<file path="config.mk">
export PLATFORM = sky130hd
export DESIGN_NAME = sequential_divider
export DESIGN_NICKNAME = d
export VERILOG_FILES = /design/src/rtl/sequential_divider.sv
export SDC_FILE = /design/constraint.sdc
export NUM_CORES = 1
export LEC_CHECK = 0
export CAP_MARGIN = 5
export CORE_MARGIN = 5
export CORE_UTILIZATION = 52
export CTS_CLUSTER_SIZE = 14
export DETAILED_ROUTE_END_ITERATION = 10
export PLACE_DENSITY = 0.83
export SLEW_MARGIN = 20
export SYNTH_ARGS = -nofsm -noshare
export SYNTH_HDL_FRONTEND = slang
export SYNTH_SLANG_ARGS = --single-unit
</file>
<file path="constraint.sdc">
create_clock -name clk -period 2.3 [get_ports clk]
set_input_delay 0.345 -clock clk [delete_from_list [all_inputs] [get_ports clk]]
set_output_delay 0.345 -clock clk [all_outputs]
set_load 0.005 [all_outputs]
</file>
<file path="src/rtl/sequential_divider.sv">
// Sequential unsigned divider using a restoring shift-subtract loop.
// One quotient bit is produced per clock, so a division takes WIDTH
// cycles in RUN. A zero divisor skips RUN and reports all-ones
// quotient with the dividend as remainder.
module sequential_divider #(
  parameter int WIDTH = 4
) (
  input  logic             clk,
  input  logic             rst,
  input  logic             start,
  input  logic [WIDTH-1:0] in1,
  input  logic [WIDTH-1:0] in2,
  output logic             busy,
  output logic             done,
  output logic [WIDTH-1:0] quotient,
  output logic [WIDTH-1:0] remainder,
  output logic             div_by_zero
);

  localparam int CNT_W = $clog2(WIDTH);
  localparam logic [CNT_W-1:0] LAST_STEP = CNT_W'(WIDTH - 1);

  typedef enum logic [1:0] {
    S_IDLE = 2'd0,
    S_RUN  = 2'd1,
    S_DONE = 2'd2
  } state_t;

  state_t           r_state;
  // Dividend register; quotient bits are shifted in from the bottom as
  // dividend bits leave from the top, so it ends up holding the quotient.
  logic [WIDTH-1:0] r_dividend;
  logic [WIDTH-1:0] r_divisor;
  logic [WIDTH-1:0] r_rem;
  logic [CNT_W-1:0] r_cnt;

  // One restoring step. The shifted remainder and the trial difference
  // are WIDTH+1 bits wide so the bit shifted out of r_rem is not lost;
  // the top bit of the difference is the borrow.
  logic [WIDTH:0]   w_rem_sh;
  logic [WIDTH:0]   w_diff;
  logic             w_ge;
  logic [WIDTH-1:0] w_rem_nx;
  logic [WIDTH-1:0] w_quo_nx;

  // Combinational shift-subtract step feeding the RUN state.
  always_comb begin
    w_rem_sh = {r_rem, r_dividend[WIDTH-1]};
    w_diff   = w_rem_sh - {1'b0, r_divisor};
    w_ge     = ~w_diff[WIDTH];
    w_rem_nx = w_ge ? w_diff[WIDTH-1:0] : w_rem_sh[WIDTH-1:0];
    w_quo_nx = {r_dividend[WIDTH-2:0], w_ge};
  end

  // Control FSM with registered outputs; reset overrides everything.
  always_ff @(posedge clk) begin
    if (rst) begin
      r_state     <= S_IDLE;
      r_dividend  <= '0;
      r_divisor   <= '0;
      r_rem       <= '0;
      r_cnt       <= '0;
      busy        <= 1'b0;
      done        <= 1'b0;
      div_by_zero <= 1'b0;
      quotient    <= '0;
      remainder   <= '0;
    end else begin
      case (r_state)
        S_IDLE: begin
          done        <= 1'b0;
          div_by_zero <= 1'b0;
          if (start) begin
            r_dividend <= in1;
            r_divisor  <= in2;
            r_rem      <= '0;
            r_cnt      <= '0;
            if (in2 == '0) begin
              r_state     <= S_DONE;
              done        <= 1'b1;
              div_by_zero <= 1'b1;
              quotient    <= '1;
              remainder   <= in1;
            end else begin
              r_state <= S_RUN;
              busy    <= 1'b1;
            end
          end
        end
        S_RUN: begin
          r_dividend <= w_quo_nx;
          r_rem      <= w_rem_nx;
          r_cnt      <= r_cnt + 1'b1;
          if (r_cnt == LAST_STEP) begin
            r_state   <= S_DONE;
            busy      <= 1'b0;
            done      <= 1'b1;
            quotient  <= w_quo_nx;
            remainder <= w_rem_nx;
          end
        end
        S_DONE: begin
          r_state     <= S_IDLE;
          done        <= 1'b0;
          div_by_zero <= 1'b0;
        end
        default: begin
          r_state <= S_IDLE;
          busy    <= 1'b0;
          done    <= 1'b0;
        end
      endcase
    end
  end

endmodule

</file>
==> impl_metrics.csv <==
group,metric,value,unit
status,status,"complete, no violations",
detailed_routing,vias,1149,
placed_design,port_buffers,21,
global_route,grt_start_max_net_pins,28,
clock_tree,cts_buffers,3,
global_route,grt_pass1_wl,4.705,mm
die,num_io_pins,22,
global_route,track_usage,17.45,%
power_and_ir_drop,power.density,597.9,nW/um2
placed_design,placed_cells,198,
clock_tree,ctsResizeCount,0,
cells_and_area,fin_nets,190,
global_route,grt_pass1_vias,1117,
yosys,synth_top_family_by_area,"simple AND/OR/NAND/NOR gates",
sta,whs,481.1,ps
yosys,synth.most_common_cell,"dfxtp_1",
yosys,synth.mux.area_fraction,3.364,%
power_and_ir_drop,power.total,0.9561,mW
detailed_routing,viasPerCell,5.688,
sta,setup_slack,108.6,ps
cells_and_area,antenna_cells,0,
yosys,ys_ff_latch,27,
yosys,synthDistinctLibCells,38,
worst_hold_path,hp-class,"reg2reg",
yosys,synth_edf_count,0,
cells_and_area,multi_input_area,732.0,um2
setup_path,worstSetupStartpointType,"register",
detailed_routing,detail-route-antenna-nets,0,
yosys,syn_area,1339,um2
clock_tree,clk_latency,340,ps
flow_run,max-cap-violations,0,
cells_and_area,drive_gt1_share,10.47,%
sta,setup_violations,0,
clock_tree,cts_tree,"built",
power_and_ir_drop,ir_drop,0.0004726,V
power_and_ir_drop,power.leakage,0.5964,nW
clock_tree,hold_buffers,0,
yosys,netlist_instances,151,
sta,fin_crit,2191,ps
detailed_routing,routedWlPerCell,14.48,um
clock_tree,htree_num_levels,1,
yosys,synth_xor_area_share,2.710,%
sta,slew_violations,0,
clock_tree,post_cts_buffers,0,
detailed_routing,dr.first_iter.drc_count,47,
placed_design,gp_congestion,0.7829,
yosys,synth_compound_area_share,18.32,%
die,core,2477,um2
setup_path,worstPathArrival,2460,ps
detailed_routing,drt_first_pass_iters,4,
cells_and_area,regArea,540.5,um2
global_route,antenna_found_initial,0,
yosys,async_flop_share,0,%
setup_path,critPathCaptureType,"register",
yosys,synth_common_cells,"27 x dfxtp_1, 26 x nor2_1, 15 x a21oi_1, 15 x nand2_1, 6 x a311oi_1",
sta,rsz0062_at_grt,"yes",
clock_tree,cts_sinks,27,
yosys,yosys.area_share.simple,24.11,%
yosys,synth_area_leaders,"dfxtp_1 40%, nor2_1 7.3%, a21oi_1 5.6%",
die,die_area,3689,um2
die,dieHeight,60.74,um
clock_tree,clk_transition_reported_paths,150,ps
sta,hold_viol,0,
placed_design,dp_slack,138.2,ps
sta,timing.fmax,456.3,MHz
yosys,syn_avg_cell_area,8.866,um2
detailed_routing,drc,0,
die,initial_core_util,54.04,%
yosys,synthAdderAreaFrac,6.168,%
yosys,syn_nets,168,
sta,tns,0,ps
detailed_routing,finalWirelength,2.925,mm
setup_path,crit_required,2570,ps
cells_and_area,area_growth,19.44,%
cells_and_area,fillers,220,
sta,worst-slew-pin-transition,473.2,ps
placed_design,dp_hpwl,2.198,mm
cells_and_area,finalNonFillerCells,202,
sta,post-route-period-util,95.28,%
yosys,ys.flop_type,"dfxtp_1",
yosys,ys_seq_area_share,40.37,%
setup_path,critPathKind,"reg2reg",
yosys,yosysTopAreaCell,"dfxtp_1",
yosys,synth_top_area_share,40.37,%
clock_tree,clock_path_buffers,2,
clock_tree,cts_root_buf,"clkbuf_4",
sta,finClkSkew,5.955,ps
sta,relSlewSlack,68.45,%
global_route,overflow,0,
die,row_count,18,
setup_path,path_max_fanout,2,
yosys,yosysWarnings,0,
die,die_x,60.74,um
-- placed cells by master (no fill, tap or decap), types with 2 or more instances in the layout --
cell | Yosys | routed
buf_4 | 0 | 4
a211oi_1 | 2 | 2
inv_1 | 5 | 5
o21ai_1 | 3 | 3
dfxtp_1 | 27 | 27
nand2_4 | 2 | 2
nor3_1 | 2 | 2
nand3_1 | 5 | 5
a22oi_1 | 2 | 2
nand2_1 | 15 | 15
ha_1 | 5 | 5
mux2i_1 | 3 | 3
a21oi_1 | 15 | 15
clkdlybuf4s50_1 | 0 | 21
a311oi_1 | 6 | 6
clkbuf_4 | 0 | 3
nand2b_1 | 3 | 3
nor2_1 | 26 | 26
nor2b_1 | 3 | 3
-- layout make-up --
class / count / area share (%)
multi-input combinational: 111 / 45.77
tap: 30 / 2.347
inverter: 5 / 1.174
timing repair buffer: 25 / 15.02
sequential: 27 / 33.80
clock buffer: 3 / 1.408
clock inverter: 1 / 0.4695
-- critical path, stage by stage (launching register included) --
cell,delay (ps)
dfxtp_1,360
inv_1,50
ha_1,210
fa_1,390
nand2b_4,170
a21oi_4,210
xnor2_1,190
mux2_4,340
a311oi_2,200
-- flip-flops by register name, summed over array words and instances (netlist names) --
name	count
quotient	4
r_dividend	4
r_divisor	4
r_rem	4
remainder	4
r_cnt	2
r_state	2
busy	1
div_by_zero	1
done	1
-- path summary, 6_finish.rpt --
path	slack, ps	from	depth (start not counted)	to
worst max-delay path	110	r_dividend[3]	8	remainder[2]
worst min-delay path	480	quotient[1]	2	quotient[1]
worst max register to register	110	r_dividend[3]	8	remainder[2]
worst min register to register	480	quotient[1]	2	quotient[1]
-- routing by layer --
| layer | up-vias | global-route usage, % | share of wire, % |
|---|---|---|---|
| li1 | 567 | - | - |
| met1 | 550 | 20.18 | 44 |
| met2 | 25 | 28.70 | 50 |
| met3 | 7 | 3.830 | 3.1 |
| met4 | 0 | 11.76 | 2.5 |
| met5 | - | 0 | 0 |
-- report_power, final --
group / switching (mW) / internal (mW) / total [mW]
combinational: 0.118 / 0.105 / 0.223
sequential: 0.0230 / 0.494 / 0.517
clock: 0.150 / 0.0668 / 0.217
-- kinds of logic after synthesis --
| family | count (synthesis) |
|---|---|
| adder cells (fa/ha/maj) | 6 |
| flip-flops | 27 |
| AO/OA/AOI/OAI | 36 |
| XOR/XNOR | 2 |
| buffers and inverters | 13 |
| multiplexers | 4 |
| AND/OR/NAND/NOR | 63 |
-- per-stage QoR --
stage	instance area, um2	utilization, %
finish	1599	64.55
global route	1599	64.55
CTS	1599	64.55
detailed placement	1569	63.33
global placement	1569	63.33
floorplan	1339	-
Power figures use the tool's default switching activity.
